--- src/rtl/div_ctrl.sv ---
// rtl/div_ctrl.sv - multi-cycle 32-bit signed/unsigned restoring divider with {remainder, quotient} result
module div_ctrl (
   input  logic        clk,
   input  logic        Rst_n,
   input  logic        signed_div_i,
   input  logic [31:0] opdata1_i,
   input  logic [31:0] opdata2_i,
   input  logic        start_i,
   input  logic        annul_i,
   output logic [63:0] result_o,
   output logic        ready_o,
   output logic        stall_req_o
);

   typedef enum logic [1:0] {FREE, BYZERO, ON, END} state_t;

   state_t      state;
   logic [5:0]  cnt;
   logic [64:0] dividend;
   logic [31:0] divisor;
   logic        neg_quot;
   logic        neg_rem;

   logic [31:0] abs1;
   logic [31:0] abs2;
   logic [64:0] shifted;
   logic [33:0] trial;
   logic [31:0] quot;
   logic [31:0] rem;

   assign abs1 = (signed_div_i && opdata1_i[31]) ? -opdata1_i : opdata1_i;
   assign abs2 = (signed_div_i && opdata2_i[31]) ? -opdata2_i : opdata2_i;

   // Bit 64 is always clear between steps, so rotating it into bit 0 is a plain shift.
   assign shifted = {dividend[63:0], dividend[64]};
   assign trial   = {1'b0, shifted[64:32]} - {2'b00, divisor};

   assign quot = neg_quot ? -dividend[31:0]  : dividend[31:0];
   assign rem  = neg_rem  ? -dividend[63:32] : dividend[63:32];

   assign stall_req_o = start_i & ~ready_o;

   always_ff @(posedge clk) begin
      if (Rst_n) begin
         state    <= FREE;
         cnt      <= 6'd0;
         dividend <= 65'd0;
         divisor  <= 32'd0;
         neg_quot <= 1'b0;
         neg_rem  <= 1'b0;
         result_o <= 64'd0;
         ready_o  <= 1'b0;
      end else begin
         case (state)
            FREE: begin
               if (start_i && !annul_i) begin
                  if (opdata2_i == 32'd0) begin
                     state <= BYZERO;
                  end else begin
                     state    <= ON;
                     cnt      <= 6'd0;
                     dividend <= {33'd0, abs1};
                     divisor  <= abs2;
                     neg_quot <= signed_div_i & (opdata1_i[31] ^ opdata2_i[31]);
                     neg_rem  <= signed_div_i & opdata1_i[31];
                  end
               end
            end
            BYZERO: begin
               result_o <= 64'd0;
               ready_o  <= 1'b1;
               state    <= END;
            end
            ON: begin
               if (annul_i) begin
                  state <= FREE;
               end else if (cnt != 6'd32) begin
                  // A non-negative trial leaves a difference below the divisor, so trial[32] is 0.
                  if (!trial[33])
                     dividend <= {trial[32:0], shifted[31:1], 1'b1};
                  else
                     dividend <= shifted;
                  cnt <= cnt + 6'd1;
               end else begin
                  result_o <= {rem, quot};
                  ready_o  <= 1'b1;
                  state    <= END;
               end
            end
            END: begin
               if (!start_i) begin
                  state    <= FREE;
                  ready_o  <= 1'b0;
                  result_o <= 64'd0;
               end
            end
            default: state <= FREE;
         endcase
      end
   end

endmodule

--- config.mk ---
export PLATFORM = sky130hd
export DESIGN_NAME = div_ctrl
export DESIGN_NICKNAME = d
export VERILOG_FILES = /design/src/rtl/div_ctrl.sv
export SDC_FILE = /design/constraint.sdc
export NUM_CORES = 1
export LEC_CHECK = 0
export ABC_AREA = 0
export BUFFER_PORTS_ARGS = -buffer_cell sky130_fd_sc_hd__buf_2
export CORE_MARGIN = 3
export CORE_UTILIZATION = 40
export CTS_CLUSTER_SIZE = 16
export DETAILED_ROUTE_END_ITERATION = 7
export GPL_TIMING_DRIVEN = 1
export PLACE_DENSITY = 0.66
export SLEW_MARGIN = 30
export SYNTH_ARGS = -nofsm -noshare
export SYNTH_HDL_FRONTEND = slang
export SYNTH_SLANG_ARGS = --single-unit
--- constraint.sdc ---
create_clock -name clk -period 4.2 [get_ports clk]
set_input_delay 0.42 -clock clk [delete_from_list [all_inputs] [get_ports clk]]
set_output_delay 0.42 -clock clk [all_outputs]
set_load 0.01 [all_outputs]
==> flow_summary_export.csv, run 1 <==
group,metric,value,unit
status,status,"finished, final reports clean",
clocking,cts_resized,0,
timing,worst-slew-pin-transition,0.957,ns
power,cellPowerDensity,329,mW/mm2
cells_and_area,most-common-layout-cells,"sky130_fd_sc_hd__nor2_1 (187), sky130_fd_sc_hd__dfxtp_1 (172), sky130_fd_sc_hd__buf_2 (133)",
floorplanning,num_io_pins,135,
timing,setup_tns,0,ns
clocking,cts-buffers-inserted,17,
synthesis,ys_types,57,
global_routing,grt_first_pass_wirelength,48.6,mm
cells_and_area,number_of_nets_at_the_end_of_the_flow,1584,
clocking,clock_tree.buffer_depth,2,
timing,final.period_utilization,81.6,%
worst_setup_path,r2r_path_end,"dividend[32]",
detailed_routing,dr_total_vias,10148,
worst_setup_path,ff2ff_setup_slack,0.77,ns
detailed_routing,detail_route.drc_violations,0,
floorplanning,die-area,0.0289,mm2
detailed_routing,first_pass_iters,5,
place,placed_cell_area,0.0117,mm2
timing,headroom_to_the_max_slew_limit,35.7,%
worst_setup_path,cp-start-kind,"flop",
min_path,whs_path_depth,3,
cells_and_area,antenna-diode-count,0,
clocking,worst_skew_pair.late_latency,0.44,ns
power,p_leak,5.34,nW
min_path,hold_crit_start,"opdata2_i[0]",
global_routing,grt_antenna_before_repair,0,
detailed_routing,antenna_nets_post_route,0,
synthesis,yosys.area.top_type_share,32.0,%
clocking,cts_sinks,172,
synthesis,number_of_flops_mapped_to_enable_cells_by_yosys,0,
synthesis,synth_flop_cell,"sky130_fd_sc_hd__dfxtp_1",
synthesis,synth_area_leaders,"sky130_fd_sc_hd__dfxtp_1 (32%), sky130_fd_sc_hd__nor2_1 (6.6%), sky130_fd_sc_hd__xor2_1 (5.9%), sky130_fd_sc_hd__xnor2_1 (5.9%), sky130_fd_sc_hd__a21oi_1 (5.0%)",
worst_setup_path,cp_data_arrival_time,3.78,ns
synthesis,synth_top_cell_by_area,"sky130_fd_sc_hd__dfxtp_1",
worst_setup_path,startpoint,"dividend[32]",
cells_and_area,commonest_non_fill_non_tap_cell_in_the_layout,"sky130_fd_sc_hd__nor2_1",
cells_and_area,syn_to_final_growth,14.9,%
cells_and_area,final_design_area_excluding_fillers,0.0124,mm2
worst_setup_path,critical_path_required,4.55,ns
job,maximum_capacitance_violations,0,
detailed_routing,detail_route.vias_per_cell,5.56,
detailed_routing,drt-initial-drc-count,810,
synthesis,yosysWarnings,0,
place,io_buffer_count,134,
synthesis,synth_seq_cells,172,
synthesis,seq_area_frac_synth,32.0,%
worst_setup_path,critPathCaptureType,"flop",
global_routing,grt_pass1_vias,9264,
clocking,cts_max_level,4,
timing,clock-skew-final,0.0149,ns
timing,setup_repair_after_global_routing_missed_its_margin,"false",
clocking,postCtsHoldBufs,0,
worst_setup_path,rr_worst_depth,11,
floorplanning,std_cell_rows,59,
floorplanning,core_region_area,0.0263,mm2
power,post-layout-total-power,4.06,mW
cells_and_area,regArea,0.00344,mm2
worst_setup_path,timing.rr.start,"dividend[32]",
global_routing,globalRouteOverflowTotal,0,
synthesis,postSynthAreaPerCell,7.76,um2
place,dp_slack,0.656,ns
floorplanning,initial_core_util,40.9,%
worst_setup_path,cp-endpoint,"dividend[32]",
synthesis,synthCells,1386,
detailed_routing,detail_route.wl_per_cell,16.7,um
timing,timing.final.crit_period,3.43,ns
global_routing,grt_util_all_layers,20.6,%
timing,timing_limited_maximum_frequency,0.292,GHz
global_routing,largest_net_degree_at_the_start_of_global_routing,84,
timing,report.final.setup_viol,0,
min_path,hold_path.class,"in -> reg",
clocking,tritoncts,"yes",
cells_and_area,fill_cells,2646,
timing,setup_ws,0.771,ns
floorplanning,floorplan.die.width,170,um
synthesis,synth_area,0.0108,mm2
detailed_routing,routed_wl,30.4,mm
clocking,postCtsSetupRepairBufs,0,
worst_setup_path,timing_worst_setup_path_type,"reg -> reg",
clocking,clkTransAtPathRegs,0.07,ns
timing,maxSlewViolCount,0,
power,worst_vdd_ir,249,uV
place,hpwl,22.6,mm
cells_and_area,layout-drive-gt1-share,14.0,%
worst_setup_path,critical_path.max_fanout,12,
timing,finalHoldViolations,0,
place,finalWeightedCongestion,0.917,
synthesis,synth.net_count,1494,
cells_and_area,final_design_utilization,47.0,%
clocking,clock_tree.root_cell,"sky130_fd_sc_hd__clkbuf_16",
cells_and_area,multi_input_area,0.00683,mm2
synthesis,postSynth.asyncResetShare,0,%
floorplanning,die_y,170,um
-- metal layers --
layer	share of wire [%]	vias to the layer above	routed length (um)	track usage, %
li1	-	5139	-	-
met1	49	4733	15000	30.2
met2	45	258	13500	31.9
met3	5.1	18	1560	3.69
met4	1.0	0	303	3.92
met5	0	-	0	0
-- flip-flops by register name (all words and copies together), names as in the netlist --
register  cells
state         2
neg_quot      1
divisor      32
result_o     64
ready_o       1
cnt           6
neg_rem       1
dividend     65
-- synth_stat cells (30+ instances only) --
cell and n:
sky130_fd_sc_hd__a21oi_1 107, sky130_fd_sc_hd__nor2_1 189, sky130_fd_sc_hd__ha_1 38, sky130_fd_sc_hd__a22oi_1 30, sky130_fd_sc_hd__xnor2_1 72, sky130_fd_sc_hd__a211oi_1 55
sky130_fd_sc_hd__o21ai_0 84, sky130_fd_sc_hd__dfxtp_1 172, sky130_fd_sc_hd__nand2_1 116, sky130_fd_sc_hd__xor2_1 73, sky130_fd_sc_hd__clkbuf_1 79, sky130_fd_sc_hd__inv_1 55
-- power by group --
| part | switching [mW] | internal (mW) |
|---|---|---|
| logic | 0.427 | 0.278 |
| registers | 0.0505 | 1.68 |
| clock network | 0.758 | 0.872 |
| total | 1.23 | 2.83 |
-- per-stage QoR --
stage               hold slack (ns)  instances
floorplan                     0.426       1386
global placement              0.443       1792
detailed placement            0.449       1792
CTS                           0.284       1824
global route                  0.290       1824
finish                        0.297       1824
-- how the worst min path moves through the flow --
stage,end,slack [ns]
3_5_place_dp,divisor[22],0.45
5_1_grt,divisor[0],0.29
6_report,divisor[0],0.30
4_1_cts,divisor[0],0.28
2_1_floorplan,dividend[64],0.43
3_3_place_gp,divisor[16],0.44
-- critical path, stage by stage (launching register included) --
cell	delay, ns
sky130_fd_sc_hd__dfxtp_1	0.51
sky130_fd_sc_hd__ha_1	0.29
sky130_fd_sc_hd__nor2b_1	0.15
sky130_fd_sc_hd__o31a_1	0.28
sky130_fd_sc_hd__o31a_1	0.30
sky130_fd_sc_hd__a21oi_1	0.23
sky130_fd_sc_hd__o21ai_0	0.21
sky130_fd_sc_hd__a311oi_1	0.43
sky130_fd_sc_hd__o21a_1	0.20
sky130_fd_sc_hd__buf_4	0.24
sky130_fd_sc_hd__mux2_2	0.35
sky130_fd_sc_hd__o21ai_0	0.15
-- cell type report --
type                       instances  share of cell area (%)
multi-input combinational       1074                    55.2
sequential                       172                    27.9
timing repair buffer             156                    6.89
clock buffer                      18                    3.55
tap                              335                    3.39
inverter                          55                    1.67
clock inverter                    14                    1.40
-- logic make-up (layout without fill, tap and decap cells) --
kind of cell | Yosys count | in the layout | synth area share [%]
AO/OA/AOI/OAI | 409 | 409 | 25.0
XOR/XNOR | 145 | 145 | 11.8
adder cells (fa/ha/maj) | 39 | 39 | 4.61
buffers and inverters | 140 | 243 | 4.91
flip-flops | 172 | 172 | 32.0
multiplexers | 22 | 22 | 2.06
AND/OR/NAND/NOR | 459 | 459 | 19.6
Power figures use the tool's default switching activity.
==> run 2, diff against run 1 <==
clock period = 3.5 ns   (was 4.2 ns; I/O delays follow)
==> flow_summary_export.csv, run 2 (synthesized netlist as in run 1, its figures left out) <==
group,metric,value,unit
cells_and_area,most-common-layout-cells,"sky130_fd_sc_hd__nor2_1 (186), sky130_fd_sc_hd__dfxtp_1 (172), sky130_fd_sc_hd__buf_2 (133)",
global_routing,grt_antenna_before_repair,0,
worst_setup_path,startpoint,"dividend[2]",
worst_setup_path,crit_path_top_delay_cell,"sky130_fd_sc_hd__or4_1",
min_path,hold_path.class,"in -> reg",
power,p_leak,5.44,nW
floorplanning,die_y,170,um
floorplanning,initial_core_util,40.9,%
timing,report.final.setup_viol,0,
clocking,postCtsSetupRepairBufs,0,
min_path,whs_path_depth,3,
place,finalWeightedCongestion,0.901,
worst_setup_path,critical_path_required,3.83,ns
floorplanning,std_cell_rows,59,
worst_setup_path,critical-path-top-delay-family,"simple AND/OR/NAND/NOR gates",
detailed_routing,antenna_nets_post_route,0,
clocking,cts-buffers-inserted,17,
clocking,postCtsHoldBufs,0,
timing,setup_tns,0,ns
floorplanning,core_region_area,0.0263,mm2
power,power.share.clock,40.4,%
worst_setup_path,cp_data_arrival_time,3.71,ns
detailed_routing,detail_route.wl_per_cell,17.1,um
detailed_routing,drt-initial-drc-count,781,
worst_setup_path,critical_path.max_fanout,7,
timing,maxSlewViolCount,0,
detailed_routing,detail_route.drc_violations,0,
clocking,clkTransAtPathRegs,0.07,ns
clocking,clock_tree.buffer_depth,2,
clocking,tritoncts,"yes",
worst_setup_path,path_common_cell,"sky130_fd_sc_hd__or4_4",
cells_and_area,number_of_nets_at_the_end_of_the_flow,1599,
place,hpwl,23.4,mm
power,share_seq_of_total_power,42.0,%
timing,timing_limited_maximum_frequency,0.297,GHz
global_routing,grt_pass1_vias,9470,
timing,finalHoldViolations,0,
worst_setup_path,critPathCaptureType,"flop",
power,cellPowerDensity,394,mW/mm2
cells_and_area,antenna-diode-count,0,
detailed_routing,detail_route.vias_per_cell,5.64,
power,total_switching_power,1.45,mW
power,worst_vdd_ir,256,uV
cells_and_area,top_regs,"dividend x65, result_o x64, divisor x32",
clocking,cts_max_level,4,
timing,final.period_utilization,96.3,%
timing,headroom_to_the_max_slew_limit,42.1,%
worst_setup_path,rr_worst_depth,9,
cells_and_area,commonest_non_fill_non_tap_cell_in_the_layout,"sky130_fd_sc_hd__nor2_1",
power,power_frac_comb,17.6,%
timing,clock-skew-final,0.0145,ns
cells_and_area,multi_input_area,0.00686,mm2
cells_and_area,syn_to_final_growth,16.6,%
cells_and_area,most_flop_heavy_register,"dividend",
clocking,clock_tree.root_cell,"sky130_fd_sc_hd__clkbuf_16",
clocking,cts_sinks,172,
clocking,worst_skew_pair.late_latency,0.44,ns
worst_setup_path,cp-start-kind,"flop",
global_routing,globalRouteOverflowTotal,0,
cells_and_area,regArea,0.00344,mm2
floorplanning,num_io_pins,135,
floorplanning,floorplan.die.width,170,um
worst_setup_path,worstPathBufferInverterCount,0,
cells_and_area,fill_cells,2607,
worst_setup_path,crit_path_cell_chain,"or4_1 -> or4_4 -> nand2b_1 -> or4_4 -> nor2b_1 -> nand3b_1 -> o31ai_4 -> xnor2_1 -> a22o_1",
clocking,cts_resized,2,
place,io_buffer_count,134,
worst_setup_path,ff2ff_setup_slack,0.13,ns
cells_and_area,largest_register_ff_count,65,
global_routing,grt_util_all_layers,21.2,%
worst_setup_path,timing_worst_setup_path_type,"reg -> reg",
timing,worst-slew-pin-transition,0.869,ns
detailed_routing,first_pass_iters,5,
worst_setup_path,cp_num_cells,9,
status,status,"finished, final reports clean",
min_path,holdPathEnd,"divisor[0]",
floorplanning,die-area,0.0289,mm2
global_routing,grt_first_pass_wirelength,49.8,mm
detailed_routing,routed_wl,31.5,mm
cells_and_area,final_design_utilization,47.7,%
power,swShare,29.3,%
worst_setup_path,timing.rr.start,"dividend[2]",
timing,timing.final.crit_period,3.37,ns
worst_setup_path,r2r_path_end,"result_o[31]",
min_path,hold_crit_start,"opdata2_i[0]",
detailed_routing,dr_total_vias,10365,
power,power_report.internal_total,3.49,mW
cells_and_area,layout-drive-gt1-share,15.2,%
global_routing,largest_net_degree_at_the_start_of_global_routing,78,
job,maximum_capacitance_violations,0,
worst_setup_path,cp_slowest_stage_delay,0.60,ns
==> run 2: cell types whose count changed in the layout (fill, tap and decap cells not counted), sizes merged <==
cell    delta
clkinv     -4
buf       +15
clkbuf     +3
bufinv     +1
==> run 2: worst max-delay path by stage <==
stage,end
5_1_grt,result_o[29]
3_5_place_dp,result_o[31]
4_1_cts,result_o[31]
2_1_floorplan,dividend[33]
3_3_place_gp,result_o[31]
6_report,result_o[31]
==> run 2: per-layer routing <==
layer | up-vias | global-route usage [%] | share of wire (%)
li1 | 5174 | - | -
met1 | 4886 | 30.6 | 49
met2 | 276 | 32.8 | 44
met3 | 29 | 3.37 | 5.0
met4 | 0 | 6.24 | 1.7
met5 | - | 0 | 0
==> run 2: cell type report <==
class                   count  area share [%]
inverters                  55            1.65
repair buffers            171            7.94
clock buffers              21            3.75
flip-flops and latches    172            27.5
well taps                 335            3.34
clock inverters            11            1.16
multi-input cells        1074            54.7
==> run 2: power groups by stage <==
stage               sequential (mW)  clock (mW)  combinational (mW)
global route                   2.08        2.11               0.962
detailed placement             2.12           0               0.845
finish                         2.07        2.00               0.868
global placement               2.11           0               0.837
CTS                            2.07        2.02               0.853
floorplan                      2.10           0               0.607
==> run 2: worst min-delay path, cell delays in order <==
cell	delay (ns)
sky130_fd_sc_hd__buf_2	0.13
sky130_fd_sc_hd__nand2_1	0.06
sky130_fd_sc_hd__a21oi_1	0.06
==> run 2: through the flow <==
stage | total power, mW | instances | hold slack, ns | worst slack [ns] | area (um2)
global route | 5.15 | 1839 | 0.231 | -0.0000333 | 12500
finish | 4.94 | 1839 | 0.213 | 0.128 | 12500
CTS | 4.95 | 1839 | 0.203 | 0.0298 | 12500
floorplan | 2.70 | 1386 | 0.426 | 0.384 | 10800
global placement | 2.95 | 1806 | 0.441 | -0.164 | 11900
detailed placement | 2.96 | 1807 | 0.447 | -0.139 | 11900
==> run 3, diff against run 2 <==
BUFFER_PORTS_ARGS = default   (was -buffer_cell sky130_fd_sc_hd__buf_2)
CELL_PAD_IN_SITES_DETAIL_PLACEMENT = 1   (was default)
CELL_PAD_IN_SITES_GLOBAL_PLACEMENT = 1   (was default)
DONT_BUFFER_PORTS = 1   (was default)
PLACE_DENSITY = 0.76   (was 0.66)
==> flow_summary_export.csv, run 3 (synthesized netlist as in run 1, its figures left out) <==
group,metric,value,unit
status,status,"finished, final reports clean",
global_routing,globalRouteOverflowTotal,0,
floorplanning,num_io_pins,135,
clocking,clock_tree.buffer_depth,2,
clocking,cts-buffers-inserted,17,
cells_and_area,largest_register_ff_count,65,
clocking,clkTransAtPathRegs,0.09,ns
job,maximum_capacitance_violations,0,
clocking,worst_skew_pair.late_latency,0.44,ns
cells_and_area,number_of_nets_at_the_end_of_the_flow,1466,
cells_and_area,syn_to_final_growth,10.1,%
floorplanning,floorplan.die.width,170,um
detailed_routing,detail_route.wl_per_cell,20.9,um
cells_and_area,final_design_area_excluding_fillers,0.0118,mm2
clocking,postCtsHoldBufs,3,
cells_and_area,layout-drive-gt1-share,6.64,%
timing,setup_repair_after_global_routing_missed_its_margin,"false",
timing,setup_tns,0,ns
detailed_routing,first_pass_iters,5,
timing,report.final.setup_viol,0,
detailed_routing,detail_route.vias_per_cell,5.96,
cells_and_area,most-common-layout-cells,"sky130_fd_sc_hd__nor2_1 (186), sky130_fd_sc_hd__dfxtp_1 (172), sky130_fd_sc_hd__nand2_1 (116)",
cells_and_area,fill_cells,3188,
cells_and_area,commonest_non_fill_non_tap_cell_in_the_layout,"sky130_fd_sc_hd__nor2_1",
detailed_routing,drt-initial-drc-count,588,
worst_setup_path,critical_path.max_fanout,7,
clocking,cts_resized,0,
clocking,cts_max_level,4,
worst_setup_path,timing_worst_setup_path_type,"reg -> reg",
clocking,cts_sinks,172,
detailed_routing,detail_route.drc_violations,0,
floorplanning,die_y,170,um
floorplanning,initial_core_util,40.9,%
timing,maxSlewViolCount,0,
floorplanning,core_region_area,0.0263,mm2
worst_setup_path,critPathCaptureType,"flop",
power,worst_vdd_ir,349,uV
global_routing,grt_pass1_vias,10268,
cells_and_area,antenna-diode-count,0,
timing,finalHoldViolations,0,
global_routing,grt_antenna_before_repair,0,
worst_setup_path,rr_worst_depth,9,
timing,headroom_to_the_max_slew_limit,35.6,%
timing,timing_limited_maximum_frequency,0.305,GHz
cells_and_area,multi_input_area,0.00682,mm2
detailed_routing,routed_wl,35.7,mm
cells_and_area,regArea,0.00344,mm2
floorplanning,die-area,0.0289,mm2
floorplanning,std_cell_rows,59,
timing,worst-slew-pin-transition,0.957,ns
cells_and_area,top_regs,"dividend x65, result_o x64, divisor x32",
timing,final.period_utilization,93.6,%
place,placed_cell_area,0.0112,mm2
place,hpwl,25.8,mm
timing,timing.final.crit_period,3.27,ns
clocking,tritoncts,"yes",
min_path,hold_path.class,"in -> reg",
worst_setup_path,cp_data_arrival_time,3.62,ns
place,io_buffer_count,0,
detailed_routing,dr_total_vias,10167,
worst_setup_path,critical_path_required,3.85,ns
min_path,whs_path_depth,2,
power,p_leak,4.79,nW
place,finalWeightedCongestion,0.907,
power,cellPowerDensity,407,mW/mm2
clocking,postCtsSetupRepairBufs,0,
global_routing,largest_net_degree_at_the_start_of_global_routing,78,
global_routing,grt_util_all_layers,24.5,%
global_routing,grt_first_pass_wirelength,56.9,mm
timing,clock-skew-final,0.0161,ns
worst_setup_path,ff2ff_setup_slack,0.23,ns
worst_setup_path,cp-start-kind,"flop",
clocking,clock_tree.root_cell,"sky130_fd_sc_hd__clkbuf_16",
cells_and_area,most_flop_heavy_register,"dividend",
detailed_routing,antenna_nets_post_route,0,
## run 3: changes by cell type in the layout (fill, tap and decap cells not counted), sizes merged
cell / change
buf: -134
bufinv: -2
clkbuf: -4
clkinv: +6
clkinvlp: -1
dlygate4sd3: +1
inv: +1
## run 3: per-stage QoR
| step | hold slack [ns] | setup slack, ns | power, mW | utilization [%] | std cells |
|---|---|---|---|---|---|
| 2_1_floorplan | 0.426 | 0.384 | 2.70 | - | 1386 |
| 3_3_place_gp | 0.439 | 0.325 | 2.88 | 42.6 | 1671 |
| 3_5_place_dp | 0.437 | 0.207 | 2.91 | 42.6 | 1671 |
| 4_1_cts | 0.0394 | 0.212 | 4.85 | 45.1 | 1706 |
| 5_1_grt | 0.0442 | 0.0434 | 5.05 | 45.1 | 1706 |
| 6_report | 0.0488 | 0.226 | 4.82 | 45.1 | 1706 |
## run 3: worst paths after layout
path	startpoint	endpoint
min reg2reg	divisor[22]	divisor[22]
min	opdata2_i[0]	divisor[0]
max	dividend[2]	result_o[29]
max reg2reg	dividend[2]	result_o[29]
## run 3: final cells by class
class,count,area share (%)
clock buffer,17,3.59
clock inverter,15,1.46
inverter,55,1.74
multi-input combinational,1074,57.6
sequential,172,29.1
tap,335,3.54
timing repair buffer,38,3.02
## run 3: routing by layer
layer | track usage, % | vias to the layer above | part of all wire, %
met3 | 4.99 | 34 | 5.3
li1 | - | 4899 | -
met4 | 5.43 | 0 | 1.3
met2 | 40.1 | 206 | 46
met5 | 0 | - | 0
met1 | 33.4 | 5028 | 48
## run 3: report_power, final
| part | switching (mW) | internal (mW) | total (mW) |
|---|---|---|---|
| clock | 0.951 | 0.964 | 1.92 |
| sequential | 0.0604 | 2.01 | 2.07 |
| combinational | 0.512 | 0.322 | 0.834 |
## run 3: worst max-delay path, stage by stage, from the launching register on
cell	delay [ns]
sky130_fd_sc_hd__dfxtp_1	0.37
sky130_fd_sc_hd__or4_1	0.60
sky130_fd_sc_hd__or4_4	0.48
sky130_fd_sc_hd__nand2b_1	0.22
sky130_fd_sc_hd__or4_1	0.50
sky130_fd_sc_hd__nor2b_1	0.20
sky130_fd_sc_hd__nand3b_1	0.16
sky130_fd_sc_hd__o41ai_1	0.36
sky130_fd_sc_hd__xnor2_1	0.11
sky130_fd_sc_hd__a22o_1	0.20
